`src/rtl/qsq_mult_arbiter.sv`:
```
// Shares one registered quarter-square LUT between two multiply requesters.
// A*B = Q(A+B) - Q(|A-B|), with round-robin arbitration between requesters.
module qsq_mult_arbiter (
   input  logic        CLK,
   input  logic        RSTn,
   input  logic        Req0,
   input  logic [6:0]  A0,
   input  logic [6:0]  B0,
   input  logic        Req1,
   input  logic [6:0]  A1,
   input  logic [6:0]  B1,
   output logic [7:0]  Lut_Addr,
   input  logic [15:0] Lut_Q,
   output logic [15:0] Product,
   output logic        Done0,
   output logic        Done1
);

   localparam int unsigned OP_W   = 7;
   localparam int unsigned ADDR_W = 8;
   localparam int unsigned DATA_W = 16;

   typedef enum logic [2:0] {
      IDLE = 3'd0,
      SUM  = 3'd1,
      DIFF = 3'd2,
      CALC = 3'd3,
      DONE = 3'd4
   } state_t;

   state_t              state_q, state_d;
   logic [OP_W-1:0]     ra_q, ra_d;
   logic [OP_W-1:0]     rb_q, rb_d;
   logic [DATA_W-1:0]   rsq_q, rsq_d;
   logic [ADDR_W-1:0]   addr_q, addr_d;
   logic [DATA_W-1:0]   prod_q, prod_d;
   logic                done0_q, done0_d;
   logic                done1_q, done1_d;
   logic                owner_q, owner_d;
   logic                last_q, last_d;
   logic                grant1;

   // State and datapath registers; last-served resets to requester 1
   always_ff @(posedge CLK or negedge RSTn) begin
      if (!RSTn) begin
         state_q <= IDLE;
         ra_q    <= '0;
         rb_q    <= '0;
         rsq_q   <= '0;
         addr_q  <= '0;
         prod_q  <= '0;
         done0_q <= 1'b0;
         done1_q <= 1'b0;
         owner_q <= 1'b0;
         last_q  <= 1'b1;
      end else begin
         state_q <= state_d;
         ra_q    <= ra_d;
         rb_q    <= rb_d;
         rsq_q   <= rsq_d;
         addr_q  <= addr_d;
         prod_q  <= prod_d;
         done0_q <= done0_d;
         done1_q <= done1_d;
         owner_q <= owner_d;
         last_q  <= last_d;
      end
   end

   // Requester 1 wins if alone, or on a tie when requester 0 was served last
   assign grant1 = Req1 & (~Req0 | ~last_q);

   // Next-state and sequencing of the two table reads
   always_comb begin
      state_d = state_q;
      ra_d    = ra_q;
      rb_d    = rb_q;
      rsq_d   = rsq_q;
      addr_d  = addr_q;
      prod_d  = prod_q;
      done0_d = 1'b0;
      done1_d = 1'b0;
      owner_d = owner_q;
      last_d  = last_q;
      case (state_q)
         IDLE: begin
            if (Req0 || Req1) begin
               ra_d    = grant1 ? A1 : A0;
               rb_d    = grant1 ? B1 : B0;
               addr_d  = grant1 ? (ADDR_W'(A1) + ADDR_W'(B1)) : (ADDR_W'(A0) + ADDR_W'(B0));
               owner_d = grant1;
               state_d = SUM;
            end
         end
         SUM: begin
            addr_d  = (ra_q >= rb_q) ? ADDR_W'(ra_q - rb_q) : ADDR_W'(rb_q - ra_q);
            state_d = DIFF;
         end
         DIFF: begin
            rsq_d   = Lut_Q;
            addr_d  = '0;
            state_d = CALC;
         end
         CALC: begin
            prod_d  = rsq_q - Lut_Q;
            done0_d = ~owner_q;
            done1_d = owner_q;
            last_d  = owner_q;
            state_d = DONE;
         end
         DONE: begin
            addr_d  = '0;
            state_d = IDLE;
         end
         default: begin
            addr_d  = '0;
            state_d = IDLE;
         end
      endcase
   end

   assign Lut_Addr = addr_q;
   assign Product  = prod_q;
   assign Done0    = done0_q;
   assign Done1    = done1_q;

endmodule

```
`config.mk`:
```
export PLATFORM = sky130hd
export DESIGN_NAME = qsq_mult_arbiter
export DESIGN_NICKNAME = d
export VERILOG_FILES = /design/src/rtl/qsq_mult_arbiter.sv
export SDC_FILE = /design/constraint.sdc
export NUM_CORES = 1
export LEC_CHECK = 0
export CAP_MARGIN = 10
export CORE_ASPECT_RATIO = 0.7
export CORE_MARGIN = 5
export CORE_UTILIZATION = 58
export DETAILED_ROUTE_END_ITERATION = 16
export DONT_BUFFER_PORTS = 1
export GPL_ROUTABILITY_DRIVEN = 0
export HOLD_SLACK_MARGIN = 0.02
export PLACE_DENSITY = 0.73
export SETUP_SLACK_MARGIN = 0.3
export SLEW_MARGIN = 0
export SYNTH_ARGS = -nofsm -noshare
export SYNTH_HDL_FRONTEND = slang
export SYNTH_SLANG_ARGS = --single-unit
```
`constraint.sdc`:
```
create_clock -name CLK -period 4.54 [get_ports CLK]
set_input_delay 1.362 -clock CLK [delete_from_list [all_inputs] [get_ports CLK]]
set_output_delay 1.362 -clock CLK [all_outputs]
set_load 0.02 [all_outputs]
```
==> run summary, run 1 <==
Yosys top cell by area: dfrtp_1
Hold Vio Cnt, Final: 0
total global routing overflow: 0
switch share: 0.468
CP delay by family, top: compound AO/OA/AOI/OAI gates
Resized cells post-CTS: 0
MaxCap Viol Count: 0
Post-Place Worst Slack: 1.25 ns
Global Route Usage Sum: 0.240
worst hold path type: reg2reg
crit-path max cell delay: 0.43 ns
Worst R2R Start: ra_q[3]
Comb pwr share: 0.538
setup bufs post-CTS: 0
required time worst endpoint: 4.75 ns
clock-pin slew on the worst setup and hold paths: 0.07 ns
Final TNS setup: 0 ns
DRT iter0 DRCs: 310
Crit path buffers/inverters: 0
Post-synth ARST share: 1.00
P_leak: 0.00226 µW
clk buf depth: 2
Port Buffers: 0
cells along the critical path: ha_1, fa_1, a211oi_1, o21bai_1, a21oi_1, mux2i_1, nor3b_1, a41oi_2
FP Rows: 26
worst skew pair latency: 0.36 ns
syn_area_per_cell: 8.86 µm²
crit start category: input port
RSZ-0062 raised after global routing: false
Rel. slew slack: 0.509
pwr dens: 806 nW/µm²
synth warn: 0
post-synthesis cell count: 507
most frequent cells in the layout: dfrtp_1 (60), nand2_1 (59), ha_1 (43)
Crit Path Class: in2reg
CTS Buf Count: 9
number of synthesized flops with an enable pin: 0
first-pass GRT wire length: 18200 µm
cts hold-fix bufs: 0
number of synthesized register bits: 61
layout cells sized above 1: 0.0833
Tmin final: 2.96 ns
Internal: 2050 µW
vias in the first global route: 3562
P&R area growth vs syn: 6.38%
share of power burned in registers: 0.308
Seq/Total Area, Yosys: 0.340
net count after synthesis: 603
crit path launch: A0[0]
via count: 3773
Synth cell types: 55
core area: 7420 µm²
largest cells by area after synthesis: dfrtp_1 (33%), ha_1 (12%), nand2_1 (4.9%), mux2_2 (3.5%), o21ai_0 (3.5%)
Post-Route WL: 11200 µm
starting density of the core: 0.606
most common cell after layout, fill and taps aside: dfrtp_1
antenna viol nets, final: 0
largest net degree at the start of global routing: 62
outcome: finished clean
die area: 9640 µm²
clock skew: 0.00893 ns
top cell type's share of synthesized area: 0.334
Worst-Margin Slew: 0.718 ns
CP max stage cell: fa_1
post-route setup slack: 1.58 ns
root buffer cell: clkbuf_8
# DRC: 0
DR pass1 iterations: 5
Worst setup EP type: register
Worst IR Drop VDD: 0.390 mV
ys flop type: dfrtp_1
fin. max-slew vios: 0
fmax: 338 MHz
Psw: 1800 µW
nets: 595
WL/cell: 18.5 µm
H-tree depth: 3
Die Span Y: 83.6 µm
Die Span X: 115 µm
Critical Path Fanout Max: 3
startpoint of the worst hold path: owner_q
# diodes: 0
initial antenna violation count: 0
Num Clock Sinks: 61
fin crit share: 0.652
I/O pins: 74
Worst Path Arrival: 3.17 ns
Clk pwr share: 0.154
Synth Cell Area: 4490 µm²
final setup fails: 0
Vias/cell: 6.27
DP HPWL: 8580 µm
CTS tree: yes
WHS: 0.475 ns
==> cell type report <==
class                           instances  area [µm²]
Inverter                               36         135
Clock buffer                           13         179
Multi-Input combinational cell        388        2730
Fill cell                             610        2640
Clock inverter                          3        65.1
Timing Repair Buffer                    3        22.5
Sequential cell                        61        1530
Tap cell                               98         123
==> cell usage after synthesis (all sizes together) (7+ instances only) <==
master / instances
a21o: 20
or3: 8
a21oi: 26
nand2: 59
a31oi: 20
inv: 36
o21a: 7
xnor2: 8
nand3: 8
mux2i: 9
o21ai: 34
dfrtp: 60
a211oi: 11
clkbuf: 12
ha: 43
buf: 10
mux2: 14
nand2b: 8
nor2: 36
==> worst paths after layout <==
| path | to | slack, ns | depth (start not counted) |
|---|---|---|---|
| max | Lut_Addr[6] | 1.58 | 8 |
| min | Done0 | 0.48 | 1 |
| max reg2reg | Lut_Addr[3] | 1.89 | 8 |
| min reg2reg | Done0 | 0.48 | 1 |
| max in group asynchronous | last_q | 3.66 | 0 |
| min in group asynchronous | Lut_Addr[7] | 0.69 | 0 |
==> stage by stage <==
stage	instance area, µm²	utilization	total power [µW]	instances
final	4780	0.644	3850	602
after global routing	4780	0.644	4150	602
after CTS	4780	0.644	3840	602
after detailed placement	4540	0.612	3230	586
after global placement	4540	0.612	3150	586
after floorplan	4490	-	2790	507
==> kinds of logic (layout without fill, tap and decap cells) <==
| family | Yosys count | after routing | synth area share |
|---|---|---|---|
| AO/OA/AOI/OAI | 149 | 149 | 0.217 |
| XOR/XNOR | 14 | 14 | 0.0273 |
| adder cells (fa/ha/maj) | 48 | 48 | 0.142 |
| buffers and inverters | 58 | 55 | 0.0540 |
| flip-flops | 61 | 61 | 0.340 |
| multiplexers | 23 | 23 | 0.0551 |
| AND/OR/NAND/NOR | 154 | 154 | 0.165 |
==> routing by layer <==
metal	track usage	vias to the layer above	share of wire
li1	-	1798	-
met1	0.348	1775	0.46
met2	0.310	187	0.39
met3	0.124	13	0.14
met4	0.0608	0	0.012
met5	0	-	0
==> power by group through the flow <==
| stage | Sequential (µW) | Clock, µW | Combinational [µW] |
|---|---|---|---|
| floorplan | 1110 | 0 | 1690 |
| global placement | 1180 | 0 | 1970 |
| detailed placement | 1200 | 0 | 2030 |
| CTS | 1190 | 601 | 2040 |
| global route | 1230 | 620 | 2300 |
| finish | 1190 | 592 | 2070 |
==> flip-flops by register name (all words and copies together), names as in the netlist <==
register	cells
Product	16
rb_q	7
Lut_Addr	8
Done0	1
last_q	1
owner_q	1
state_q	3
Done1	1
ra_q	7
rsq_q	16
Power figures use the tool's default switching activity.
==> inputs of run 2 (changes only) <==
clock period = 2.74 ns   (was 4.54 ns; I/O delays follow)
==> run 2 against run 1 <==
Wire length grew 2.1%. Sequential power grew 66%. Non-clock buffer count grew 6. Sequential share of layout area shrank 0.57 points. Clock skew shrank 0.0021 ns. Worst setup slack lost 1.2 ns. Flip-flop and latch count is the same. Global-route usage grew 0.36 points. First-iteration DRC count grew 20%. Clock power grew 47%. Clock-buffer cell count is the same. Critical endpoint unchanged.
==> run summary, run 2 (synthesis results as in run 1) <==
CP max stage cell: fa_1
Worst-Margin Slew: 0.674 ns (-0.0441 ns)
cells along the critical path: ha_1, fa_1, a211oi_2, o21bai_1, a21oi_2, nor4_1, nor3b_1, a41oi_2
Die Span X: 115 µm (unchanged)
vias in the first global route: 3557 (-0.14%)
Global Route Usage Sum: 0.244 (+0.00363)
total global routing overflow: 0 (unchanged)
layout cells sized above 1: 0.116 (+0.0324)
antenna viol nets, final: 0 (unchanged)
Port Buffers: 0 (unchanged)
core area: 7420 µm² (unchanged)
CP delay by family, top: compound AO/OA/AOI/OAI gates
Hold Vio Cnt, Final: 0 (unchanged)
worst hold path type: in2async
initial antenna violation count: 0 (unchanged)
Final TNS setup: 0 ns (unchanged)
DRT iter0 DRCs: 373 (+20%)
Internal: 3460 µW (+69%)
dpl cells: 591 (+0.85%)
Psw: 3100 µW (+72%)
P_leak: 0.00228 µW (+0.69%)
Clk pwr share: 0.133 (-0.021)
Post-Place Worst Slack: 0.0381 ns (-1.22 ns)
switch share: 0.473 (+0.00516)
Final Non-Filler Cells: 608 (+1.0%)
DR pass1 iterations: 5 (unchanged)
fin crit share: 0.860
first-pass GRT wire length: 18600 µm (+2.2%)
required time worst endpoint: 2.94 ns (-1.81 ns)
starting density of the core: 0.606 (unchanged)
RSZ-0062 raised after global routing: false
Crit path buffers/inverters: 0 (unchanged)
Rel. slew slack: 0.547 (+0.0383)
Post-Route WL: 11400 µm (+2.1%)
most frequent cells in the layout: dfrtp_1 (59), nand2_1 (59), ha_1 (39)
worst skew pair latency: 0.36 ns (about the same)
outcome: finished clean
MaxCap Viol Count: 0 (unchanged)
clk buf depth: 2 (unchanged)
Vias/cell: 6.20 (-1.1%)
Worst setup EP type: register
fmax: 425 MHz
pwr dens: 1350 nW/µm² (+67%)
post-route setup slack: 0.385 ns (-1.19 ns)
WHS: 0.155 ns (-0.321 ns)
DP HPWL: 8610 µm (+0.44%)
clock-pin slew on the worst setup and hold paths: 0.07 ns (about the same)
die area: 9640 µm² (unchanged)
nets: 601 (+1.0%)
crit-path max cell delay: 0.44 ns (about the same)
CTS tree: yes
crit start category: input port
Comb pwr share: 0.567 (+0.029)
fin. max-slew vios: 0 (unchanged)
WL/cell: 18.7 µm (+1.1%)
CTS Buf Count: 9 (unchanged)
FP Rows: 26 (unchanged)
Worst Path Arrival: 2.56 ns (-0.61 ns)
Die Span Y: 83.6 µm (unchanged)
via count: 3768 (-0.13%)
H-tree depth: 3 (unchanged)
share of power burned in registers: 0.301 (-0.007)
Tmin final: 2.36 ns
Crit Path Class: in2reg
clock skew: 0.00678 ns (-0.00215 ns)
Worst IR Drop VDD: 0.588 mV (+51%)
# DRC: 0 (unchanged)
Critical Path Fanout Max: 3 (unchanged)
final setup fails: 0 (unchanged)
P&R area growth vs syn: 8.41%
root buffer cell: clkbuf_8
Tot Pwr: 6570 µW (+70%)
Num Clock Sinks: 61 (unchanged)
# diodes: 0 (unchanged)
largest net degree at the start of global routing: 62 (unchanged)
I/O pins: 74 (unchanged)
[run 2: changes by cell type in the layout (fill, tap and decap cells not counted), sizes merged]
cell | previous run | this run
buf | 3 | 9
clkinvlp | 0 | 1
bufinv | 2 | 1
[run 2: final cells by class]
type | count | area [µm²]
Multi-Input combinational cell | 388 | 2810
Inverter | 36 | 135
Tap cell | 98 | 123
Fill cell | 611 | 2550
Clock inverter | 3 | 42.5
Timing Repair Buffer | 9 | 67.6
Clock buffer | 13 | 169
Sequential cell | 61 | 1530
[run 2: layer usage]
layer	wire, µm	global-route usage	vias to the layer above
met5	0	0	-
met3	1410	0.113	16
met1	5380	0.363	1782
li1	-	-	1819
met2	4500	0.315	151
met4	109	0.0565	0
[run 2: timing repair]
action / 4_1_cts / 5_1_grt
buffers inserted: 1 / 0
hold buffers: 0 / 0
resized for setup: 7 / 6
hold endpoints to repair: 0 / 0
endpoints found under the setup margin: 2 / 4
pin swaps: 1 / 2
cloned: 0 / 0
[run 2: metrics by stage]
stage / area, µm² / util
floorplan: 4510 / -
global placement: 4590 / 0.619
detailed placement: 4590 / 0.619
CTS: 4840 / 0.653
global route: 4870 / 0.657
finish: 4870 / 0.657
[run 2: power groups by stage]
stage,Combinational [µW],Clock (µW),Sequential (µW)
floorplan,2800,0,1830
global placement,3310,0,1960
detailed placement,3430,0,1990
CTS,3580,876,1970
global route,4120,923,2050
finish,3720,870,1970
[run 2: final timing paths]
check	from	end	slack, ns	cells past startpoint
setup / recovery	A1[0]	Lut_Addr[6]	0.38	8
hold / removal	RSTn	rsq_q[4]	0.15	0
setup reg to reg	ra_q[0]	Lut_Addr[3]	0.42	11
hold reg to reg	owner_q	Done0	0.45	1
max in group asynchronous	RSTn	last_q	2.39	0
min in group CLK	owner_q	Done0	0.45	1
==> inputs of run 3 (changes only) <==
TNS_END_PERCENT = 50   (was unset)
==> run 3 against run 2 <==
Non-clock buffer count did not move. Final cell count did not move. Via count rose by 0.80%. Core utilization fell by 0.051 points. Hold slack got worse by 0.0018 ns. Power rose by 0.39%. Flip-flop and latch count did not move. Global-route usage did not move. Clock power barely moved. Sequential share of layout area barely moved. Register-to-register slack got worse by 0.03 ns. Worst setup slack got worse by 0.048 ns. Critical path type unchanged. Critical endpoint unchanged.
==> run summary, run 3 (synthesis results as in run 1) <==
Worst IR Drop VDD: 0.588 mV (+0.11%)
Worst setup EP type: register
# diodes: 0 (unchanged)
initial antenna violation count: 0 (unchanged)
Psw: 3130 µW (+0.76%)
antenna viol nets, final: 0 (unchanged)
CTS Buf Count: 9 (unchanged)
P_leak: 0.00227 µW (about the same)
Comb pwr share: 0.568 (about the same)
layout cells sized above 1: 0.114 (-0.00196)
WHS: 0.153 ns (-0.00180 ns)
die area: 9640 µm² (unchanged)
core area: 7420 µm² (unchanged)
CTS tree: yes
flop-to-flop setup slack: 0.39 ns (-0.03 ns)
Storage cell area: 1530 µm² (unchanged)
total global routing overflow: 0 (unchanged)
I/O pins: 74 (unchanged)
Num Clock Sinks: 61 (unchanged)
cts hold-fix bufs: 0 (unchanged)
Clk pwr share: 0.132 (about the same)
nets: 601 (unchanged)
post-route setup slack: 0.336 ns (-0.0484 ns)
DR pass1 iterations: 5 (unchanged)
H-tree depth: 3 (unchanged)
via count: 3798 (+0.80%)
Global Route Usage Sum: 0.244 (unchanged)
Worst Path Arrival: 2.61 ns (+0.05 ns)
DRT iter0 DRCs: 422 (+13%)
Vias/cell: 6.25 (+0.80%)
Tmin final: 2.40 ns (+0.0484 ns)
Port Buffers: 0 (unchanged)
WL/cell: 18.8 µm (+0.53%)
Rel. slew slack: 0.546 (-0.00101)
share of power burned in registers: 0.300 (about the same)
MaxCap Viol Count: 0 (unchanged)
Hold Vio Cnt, Final: 0 (unchanged)
clock skew: 0.00750 ns (+0.000716 ns)
switch share: 0.474 (+0.00171)
Final TNS setup: 0 ns (unchanged)
final setup fails: 0 (unchanged)
Crit Path Class: in2reg
FP Rows: 26 (unchanged)
P&R area growth vs syn: 8.33% (about the same)
worst hold path type: in2async
RSZ-0062 raised after global routing: true
clock-pin slew on the worst setup and hold paths: 0.07 ns (about the same)
Multi-input gate area: 2800 µm² (-0.13%)
pwr dens: 1350 nW/µm² (+0.47%)
Final Non-Filler Cells: 608 (unchanged)
clk buf depth: 2 (unchanged)
fillers: 613 (+0.33%)
fin crit share: 0.877 (+0.0177)
most frequent cells in the layout: dfrtp_1 (59), nand2_1 (59), ha_1 (39)
largest net degree at the start of global routing: 62 (unchanged)
first-pass GRT wire length: 18600 µm (unchanged)
outcome: finished clean
vias in the first global route: 3557 (unchanged)
dpl cells: 591 (unchanged)
worst skew pair latency: 0.36 ns (about the same)
root buffer cell: clkbuf_8
Tot Pwr: 6590 µW (+0.39%)
# DRC: 0 (unchanged)
Critical Path Fanout Max: 3 (unchanged)
DP HPWL: 8610 µm (unchanged)
Post-Place Worst Slack: 0.0381 ns (unchanged)
fin. max-slew vios: 0 (unchanged)
Internal: 3470 µW (about the same)
worst r2r path cells: 11 (unchanged)
Post-Route WL: 11500 µm (+0.53%)
required time worst endpoint: 2.94 ns (about the same)
Die Span Y: 83.6 µm (unchanged)
fmax: 416 MHz (-2.0%)
Die Span X: 115 µm (unchanged)
crit start category: input port
Worst-Margin Slew: 0.675 ns (+0.00150 ns)
starting density of the core: 0.606 (unchanged)
[run 3: cell counts in the layout (fill, tap and decap cells not counted)]
Identical to the previous run, type by type.
[run 3: metal layers]
layer  share of wire  vias to the layer above  global-route usage
li1                -                     1817                   -
met1            0.48                     1796               0.363
met2            0.39                      169               0.315
met3            0.12                       16               0.113
met4          0.0089                        0              0.0565
met5               0                        -                   0
[run 3: what timing repair did]
| item | 4_1_cts | 5_1_grt |
|---|---|---|
| pin swaps | 1 | 1 |
| resized for setup | 7 | 5 |
| setup buffers | 1 | 0 |
| endpoints found under the setup margin | 2 | 4 |
[run 3: critical path: stages]
cell and delay (ns):
ha_1 0.23, fa_1 0.44, a211oi_2 0.24, o21bai_1 0.10, a21oi_1 0.21, nor4_1 0.08, nor3b_1 0.31, a41oi_2 0.16
[run 3: layout make-up]
type | count | area share
sequential | 61 | 0.314
clock inverter | 3 | 0.00874
tap | 98 | 0.0252
clock buffer | 13 | 0.0347
timing repair buffer | 9 | 0.0139
multi-input combinational | 388 | 0.576
inverter | 36 | 0.0278
[run 3: path summary, 6_finish.rpt]
kind                          from          end
min reg2reg                owner_q        Done0
max                          A1[0]  Lut_Addr[6]
max reg2reg                ra_q[0]  Lut_Addr[3]
min                           RSTn     rsq_q[4]
min in group CLK           owner_q        Done0
max in group asynchronous     RSTn       last_q
[run 3: through the flow]
step	util	cell area, µm²
finish	0.656	4870
global route	0.656	4870
CTS	0.653	4840
detailed placement	0.619	4590
global placement	0.619	4590
floorplan	-	4510
[run 3: power by group through the flow]
| stage | registers (µW) | logic [µW] | clock network [µW] |
|---|---|---|---|
| finish | 1980 | 3740 | 871 |
| CTS | 1970 | 3580 | 876 |
| detailed placement | 1990 | 3430 | 0 |
| global route | 2050 | 4120 | 923 |
| global placement | 1960 | 3310 | 0 |
| floorplan | 1830 | 2800 | 0 |
